===== src/rtl/snake_pkg.sv =====
// Shared types, default colours and grid index helpers for the snake engine.
package snake_pkg;

  typedef enum logic [1:0] {
    DIR_UP    = 2'd0,
    DIR_DOWN  = 2'd1,
    DIR_LEFT  = 2'd2,
    DIR_RIGHT = 2'd3
  } dir_e;

  typedef enum logic [1:0] {
    S_INIT = 2'd0,
    S_RUN  = 2'd1,
    S_DEAD = 2'd2
  } state_e;

  localparam logic [23:0] DEF_BODY_GRB = 24'h880000;
  localparam logic [23:0] DEF_FOOD_GRB = 24'h008800;
  localparam logic [23:0] DEF_HEAD_GRB = 24'h888800;

  function automatic int unsigned idx_row(input int unsigned idx, input int unsigned w);
    return idx / w;
  endfunction

  function automatic int unsigned idx_col(input int unsigned idx, input int unsigned w);
    return idx % w;
  endfunction

  function automatic int unsigned coord_idx(input int unsigned row, input int unsigned col,
                                            input int unsigned w);
    return row * w + col;
  endfunction

  // Neighbour of idx in direction dir on a w x h torus.
  function automatic int unsigned wrap_step(input int unsigned idx, input dir_e dir,
                                            input int unsigned w, input int unsigned h);
    int unsigned row;
    int unsigned col;
    row = idx_row(idx, w);
    col = idx_col(idx, w);
    case (dir)
      DIR_UP:   row = (row == 32'd0)   ? h - 32'd1 : row - 32'd1;
      DIR_DOWN: row = (row == h - 32'd1) ? 32'd0   : row + 32'd1;
      DIR_LEFT: col = (col == 32'd0)   ? w - 32'd1 : col - 32'd1;
      default:  col = (col == w - 32'd1) ? 32'd0   : col + 32'd1;
    endcase
    return coord_idx(row, col, w);
  endfunction

endpackage


===== src/rtl/snake_body_fifo.sv =====
// Circular buffer of body cell indices; head is the newest entry, tail the oldest.
module snake_body_fifo #(
  parameter int unsigned DEPTH = 16,
  parameter int unsigned DW    = 6
) (
  input  logic          clk,
  input  logic          rst_n,
  input  logic          i_clr,
  input  logic          i_push,
  input  logic [DW-1:0] i_push_data,
  input  logic          i_pop,
  output logic [DW-1:0] o_head,
  output logic [DW-1:0] o_tail
);

  localparam int unsigned PTR_W = (DEPTH > 1) ? $clog2(DEPTH) : 1;

  logic [DW-1:0]    r_mem [DEPTH];
  logic [PTR_W-1:0] r_wr_ptr;
  logic [PTR_W-1:0] r_rd_ptr;
  logic [PTR_W-1:0] w_last_ptr;

  function automatic logic [PTR_W-1:0] ptr_inc(input logic [PTR_W-1:0] p);
    return (p == PTR_W'(DEPTH - 1)) ? '0 : p + PTR_W'(1);
  endfunction

  assign w_last_ptr = (r_wr_ptr == '0) ? PTR_W'(DEPTH - 1) : r_wr_ptr - PTR_W'(1);
  assign o_head     = r_mem[w_last_ptr];
  assign o_tail     = r_mem[r_rd_ptr];

  always_ff @(posedge clk or negedge rst_n) begin
    if (!rst_n) begin
      r_wr_ptr <= '0;
      r_rd_ptr <= '0;
    end else if (i_clr) begin
      r_wr_ptr <= '0;
      r_rd_ptr <= '0;
    end else begin
      if (i_push) r_wr_ptr <= ptr_inc(r_wr_ptr);
      if (i_pop)  r_rd_ptr <= ptr_inc(r_rd_ptr);
    end
  end

  // Storage carries no reset; entries are only read after being written.
  always_ff @(posedge clk) begin
    if (i_push && !i_clr) r_mem[r_wr_ptr] <= i_push_data;
  end

endmodule


===== src/rtl/snake_grid_engine.sv =====
// Snake body store, movement/collision FSM and GRB pixel source for a WS2812 grid.
// Optional build macro SNAKE_HEAD_COLOR_EN: the head cell reads HEAD_GRB instead of BODY_GRB.
module snake_grid_engine
  import snake_pkg::*;
#(
  parameter  int unsigned GRID_W    = 8,
  parameter  int unsigned GRID_H    = 8,
  parameter  int unsigned MAX_LEN   = 16,
  parameter  int unsigned INIT_LEN  = 3,
  parameter  int unsigned START_IDX = 0,
  parameter  logic [23:0] BODY_GRB  = DEF_BODY_GRB,
  parameter  logic [23:0] FOOD_GRB  = DEF_FOOD_GRB,
  parameter  logic [23:0] HEAD_GRB  = DEF_HEAD_GRB,
  localparam int unsigned IDX_W     = $clog2(GRID_W * GRID_H),
  localparam int unsigned LEN_W     = $clog2(MAX_LEN + 1)
) (
  input  logic             sys_clk,
  input  logic             sys_rst_n,
  input  logic             restart,
  input  logic             step,
  input  logic [1:0]       dir,
  input  logic             grow,
  input  logic [IDX_W-1:0] food_idx,
  input  logic             food_vld,
  input  logic             pix_rd,
  input  logic [IDX_W-1:0] pix_idx,
  output logic             pix_vld,
  output logic [23:0]      pix_grb,
  output logic [IDX_W-1:0] head_idx,
  output logic [LEN_W-1:0] snake_len,
  output logic             busy,
  output logic             step_done,
  output logic             self_hit
);

  localparam int unsigned CELLS = GRID_W * GRID_H;
`ifdef SNAKE_HEAD_COLOR_EN
  localparam bit HEAD_EN = 1'b1;
`else
  localparam bit HEAD_EN = 1'b0;
`endif

  state_e           r_state, w_state_nxt;
  logic [CELLS-1:0] r_bitmap;
  logic [LEN_W-1:0] r_init_cnt, r_len;
  logic [IDX_W-1:0] r_head_idx;
  logic             r_busy, r_step_done, r_self_hit, r_pix_vld;
  logic [23:0]      r_pix_grb;

  logic [IDX_W-1:0] w_fifo_head, w_tail, w_next, w_init_cell, w_push_data;
  logic             w_eff_grow, w_hit, w_pop, w_pix_in;
  logic             w_init_wr, w_init_last, w_step_ok, w_hit_ev;
  logic [23:0]      w_pix_col;

  assign w_init_cell = IDX_W'(START_IDX) + IDX_W'(r_init_cnt);
  assign w_next      = IDX_W'(wrap_step(32'(w_fifo_head), dir_e'(dir), GRID_W, GRID_H));
  assign w_eff_grow  = grow && (r_len < LEN_W'(MAX_LEN));
  // Moving onto the tail is legal when the tail is vacated in the same step.
  assign w_hit       = r_bitmap[w_next] && !((w_next == w_tail) && !w_eff_grow);
  assign w_pop       = w_step_ok && !w_eff_grow;
  assign w_push_data = w_init_wr ? w_init_cell : w_next;

  snake_body_fifo #(
    .DEPTH (MAX_LEN),
    .DW    (IDX_W)
  ) u_body (
    .clk         (sys_clk),
    .rst_n       (sys_rst_n),
    .i_clr       (restart),
    .i_push      (w_init_wr | w_step_ok),
    .i_push_data (w_push_data),
    .i_pop       (w_pop),
    .o_head      (w_fifo_head),
    .o_tail      (w_tail)
  );

  always_ff @(posedge sys_clk or negedge sys_rst_n) begin
    if (!sys_rst_n) begin
      r_state <= S_INIT;
      r_busy  <= 1'b1;
    end else begin
      r_state <= w_state_nxt;
      r_busy  <= (w_state_nxt == S_INIT);
    end
  end

  always_comb begin
    w_state_nxt = r_state;
    w_init_wr   = 1'b0;
    w_init_last = 1'b0;
    w_step_ok   = 1'b0;
    w_hit_ev    = 1'b0;
    if (restart) begin
      w_state_nxt = S_INIT;
    end else begin
      case (r_state)
        S_INIT: begin
          w_init_wr = 1'b1;
          if (r_init_cnt == LEN_W'(INIT_LEN - 1)) begin
            w_init_last = 1'b1;
            w_state_nxt = S_RUN;
          end
        end
        S_RUN: begin
          if (step && !r_step_done) begin
            if (w_hit) begin
              w_hit_ev    = 1'b1;
              w_state_nxt = S_DEAD;
            end else begin
              w_step_ok = 1'b1;
            end
          end
        end
        S_DEAD:  w_state_nxt = S_DEAD;
        default: w_state_nxt = S_INIT;
      endcase
    end
  end

  // Body bitmap, length, head and status flags.
  always_ff @(posedge sys_clk or negedge sys_rst_n) begin
    if (!sys_rst_n) begin
      r_bitmap    <= '0;
      r_init_cnt  <= '0;
      r_len       <= '0;
      r_head_idx  <= '0;
      r_step_done <= 1'b0;
      r_self_hit  <= 1'b0;
    end else if (restart) begin
      r_bitmap    <= '0;
      r_init_cnt  <= '0;
      r_len       <= '0;
      r_head_idx  <= '0;
      r_step_done <= 1'b0;
      r_self_hit  <= 1'b0;
    end else begin
      r_step_done <= w_step_ok;
      if (w_init_wr) begin
        r_bitmap[w_init_cell] <= 1'b1;
        r_init_cnt            <= w_init_last ? '0 : r_init_cnt + LEN_W'(1);
      end
      if (w_init_last) begin
        r_len      <= LEN_W'(INIT_LEN);
        r_head_idx <= w_init_cell;
      end
      if (w_hit_ev) r_self_hit <= 1'b1;
      if (w_step_ok) begin
        // Tail clear first so that a move onto the old tail leaves the bit set.
        if (w_pop) r_bitmap[w_tail] <= 1'b0;
        r_bitmap[w_next] <= 1'b1;
        r_len            <= r_len + LEN_W'(w_eff_grow);
        r_head_idx       <= w_next;
      end
    end
  end

  generate
    if (CELLS == (1 << IDX_W)) begin : g_pix_full
      assign w_pix_in = 1'b1;
    end else begin : g_pix_part
      assign w_pix_in = (pix_idx < IDX_W'(CELLS));
    end
  endgenerate

  always_comb begin
    w_pix_col = '0;
    if (w_pix_in) begin
      if (r_bitmap[pix_idx]) begin
        w_pix_col = (HEAD_EN && (pix_idx == r_head_idx)) ? HEAD_GRB : BODY_GRB;
      end else if (food_vld && (food_idx == pix_idx)) begin
        w_pix_col = FOOD_GRB;
      end
    end
  end

  always_ff @(posedge sys_clk or negedge sys_rst_n) begin
    if (!sys_rst_n) begin
      r_pix_vld <= 1'b0;
      r_pix_grb <= '0;
    end else begin
      r_pix_vld <= pix_rd;
      if (pix_rd) r_pix_grb <= w_pix_col;
    end
  end

  assign pix_vld   = r_pix_vld;
  assign pix_grb   = r_pix_grb;
  assign head_idx  = r_head_idx;
  assign snake_len = r_len;
  assign busy      = r_busy;
  assign step_done = r_step_done;
  assign self_hit  = r_self_hit;

endmodule

===== config.mk =====
export PLATFORM = sky130hd
export DESIGN_NAME = snake_grid_engine
export DESIGN_NICKNAME = d
export VERILOG_FILES = /design/src/rtl/snake_pkg.sv /design/src/rtl/snake_body_fifo.sv /design/src/rtl/snake_grid_engine.sv
export SDC_FILE = /design/constraint.sdc
export NUM_CORES = 1
export LEC_CHECK = 0
export ABC_AREA = 1
export BUFFER_PORTS_ARGS = -buffer_cell sky130_fd_sc_hd__buf_2
export CORE_ASPECT_RATIO = 1.4
export CORE_MARGIN = 2
export CORE_UTILIZATION = 43
export DETAILED_ROUTE_END_ITERATION = 8
export HOLD_SLACK_MARGIN = 0.05
export PLACE_DENSITY = 0.56
export SYNTH_ARGS = -nofsm -noshare
export SYNTH_HDL_FRONTEND = slang
export SYNTH_SLANG_ARGS = --single-unit

===== constraint.sdc =====
create_clock -name sys_clk -period 15.65 [get_ports sys_clk]
set_input_delay 0 -clock sys_clk [delete_from_list [all_inputs] [get_ports sys_clk]]
set_output_delay 0 -clock sys_clk [all_outputs]
set_load 0.005 [all_outputs]

==> impl_metrics.env <==
export IMPL_run_status="finished, final reports clean"
export IMPL_final_area_sq_mm=0.0131
export IMPL_worst_pin_slew_ns=1.18
export IMPL_grt_setup_unrepaired="false"
export IMPL_h_tree_depth=4
export IMPL_cpPeakStageDelay_ns=0.67
export IMPL_numClockSinks=192
export IMPL_post_route_period_util_pct=49.1
export IMPL_antenna_found_initial=0
export IMPL_fp_dieArea_sq_mm=0.0296
export IMPL_synthCells=1593
export IMPL_drtPass1Iterations=6
export IMPL_numPortBuffers=39
export IMPL_finalCriticalPeriod_ns=7.69
export IMPL_postSynthAreaPerCell_sq_um=7.63
export IMPL_grt_overflow=0
export IMPL_hold_viol=0
export IMPL_cts_resized=0
export IMPL_r2r_slack_ns=7.96
export IMPL_synth_area_leaders="edfxtp_1, dfrtp_1, nand2_1"
export IMPL_clk_path_buf_depth=2
export IMPL_synth_most_common_cell="nand2_1"
export IMPL_p_per_area_mw_per_mm2=223
export IMPL_io_pins=60
export IMPL_grt_pass1_wl_um=66700
export IMPL_path_class="reg -> reg"
export IMPL_vias_per_cell=5.89
export IMPL_num_antenna_cells=0
export IMPL_cp_slowest_cell="clkinv_1"
export IMPL_synth_edf_count=96
export IMPL_total_power_w=0.00293
export IMPL_muxShareOfSynthArea_pct=0
export IMPL_place_ws_ns=8.05
export IMPL_worst_ep_required_time_ns=15.74
export IMPL_synth_main_ff_cell="edfxtp_1"
export IMPL_ant_nets=0
export IMPL_wl_per_cell_um=22.4
export IMPL_place_congestion=0.959
export IMPL_fp_dieH_um=203
export IMPL_clk_pin_slew_worst_paths_ns=0.08
export IMPL_dpl_hpwl_um=31500
export IMPL_synth_compound_area_share_pct=15.4
export IMPL_synthXorXnorAreaFrac_pct=1.08
export IMPL_clk_latency_ns=0.47
export IMPL_core_area_sq_mm=0.0277
export IMPL_yosysWarningCount=0
export IMPL_clock_fmax_mhz=130
export IMPL_critical_path_endpoint_type="flop"
export IMPL_first_iter_violations=1231
export IMPL_grt_pass1_vias=11119
export IMPL_ys_top_cells_by_count="nand2_1, nand3_1, nor2_1, a21oi_1, inv_1"
export IMPL_cts_tree="built"
export IMPL_die_w_um=146
export IMPL_critPathBufInv=8
export IMPL_drc=0
export IMPL_drv_cap=0
export IMPL_ys_ff_latch=192
export IMPL_nets=1628
export IMPL_synth_top_cell_area_share_pct=23.7
export IMPL_setup_tns_ns=0
export IMPL_grt_max_degree=58
export IMPL_async_flop_share_pct=50.0
export IMPL_syn_area_sq_mm=0.0122
export IMPL_clock_skew_ns=0.0123
export IMPL_p_leak_nw=5.61
export IMPL_peakVddDrop_uv=169
export IMPL_synthAdderAreaFrac_pct=2.22
export IMPL_path_max_fanout=36
export IMPL_worst_setup_path_start_kind="flop"
export IMPL_cts_buffers=17
export IMPL_synth_top_family_by_area="simple AND/OR/NAND/NOR gates"
export IMPL_fin_ws_ns=7.96
export IMPL_initial_core_util_pct=43.8
export IMPL_critPathArrivalTime_ns=7.78
export IMPL_synthSimpleGateAreaFrac_pct=29.8
export IMPL_critPathTopFamily="buffers and inverters"
export IMPL_cts_root_buffer="clkbuf_16"
export IMPL_num_vias=11602
export IMPL_rows=72
export IMPL_drive_above_1_share_pct=8.19
export IMPL_ys_types=57
export IMPL_slew_headroom_pct=21.4
export IMPL_holdCritPathClass="in -> async"
export IMPL_area_growth_pct=7.86
export IMPL_post_synth_top_area_cell="edfxtp_1"
export IMPL_place_area_sq_mm=0.0124
export IMPL_ys_seq_area_share_pct=43.5
export IMPL_track_usage_pct=29.8
export IMPL_totalWireLength_um=44100
export IMPL_setup_viol=0
export IMPL_maxSlewViolCount=0
kinds of logic (layout without fill, tap and decap cells):
group	count (synthesis)	after routing
AOI/OAI and AO/OA	319	319
xor gates and xnor gates	15	15
adders and majority gates	21	21
buffers and inverters	219	206
DFF	192	192
other	1	20
and+or+nand+nor	826	826
path summary, 6_finish.rpt:
path | startpoint | end | depth (start not counted)
hold reg to reg | self_hit | self_hit | 2
max in group asynchronous | sys_rst_n | r_bitmap[52] | 3
hold / removal | sys_rst_n | r_bitmap[24] | 2
min in group sys_clk | grow | u_body.r_rd_ptr[1] | 4
setup / recovery | u_body.r_wr_ptr[0] | u_body.r_mem[13][2] | 27
setup reg to reg | u_body.r_wr_ptr[0] | u_body.r_mem[13][2] | 27
registers in the layout, summed over array words and instances, names as in the netlist:
name and count:
u_body.r_wr_ptr 4, u_body.r_rd_ptr 4, pix_vld 1, head_idx 6, r_state 2, busy 1, pix_grb 2, snake_len 5
r_init_cnt 5, self_hit 1, u_body.r_mem 96, r_bitmap 64, step_done 1
per-stage QoR:
step	std cells	util, %	hold slack [ns]
floorplan	1612	-	-0.296
global placement	1928	44.8	0.0203
detailed placement	1928	44.8	0.0242
CTS	1969	47.2	0.0725
global route	1969	47.2	0.102
finish	1969	47.2	0.0587
cells in the final DEF (no fill, tap or decap), drive strengths merged, types with 28 or more instances in the layout:
cell type  count
nor2         139
nand2        408
inv          120
dfrtp         95
o21bai        28
nor3          29
nand3        225
edfxtp        96
a21oi        121
o21ai         96
buf           49
area by class of cell:
cell class	count	area, sq um
fill	2851	14600
multi-input combinational	1201	5980
sequential	192	5290
tap	370	463
clock buffer	18	439
inverter	116	435
timing repair buffer	58	363
clock inverter	14	135
report_power, final:
group / total [W] / switching (W) / internal (W)
Combinational: 0.00176 / 0.00139 / 0.000372
Sequential: 0.000725 / 0.0000367 / 0.000688
Clock: 0.000439 / 0.000223 / 0.000217
Total: 0.00293 / 0.00165 / 0.00128
metal layers:
metal  part of all wire (%)  vias up  GRT usage, %  wire, um
met3                    5.2      175          4.43      2310
met5                      0        -             0         0
met2                     51      520          53.5     22700
li1                       -     5380             -         -
met1                     36     5527          33.3     16000
met4                    7.1        0          18.2      3130
repair_timing:
| action | in CTS | in global routing |
|---|---|---|
| hold endpoints to repair | 44 | 0 |
| hold buffers | 9 | 0 |
| buffers inserted | 0 | 0 |
Note: power is estimated with default switching activity, not from simulation.
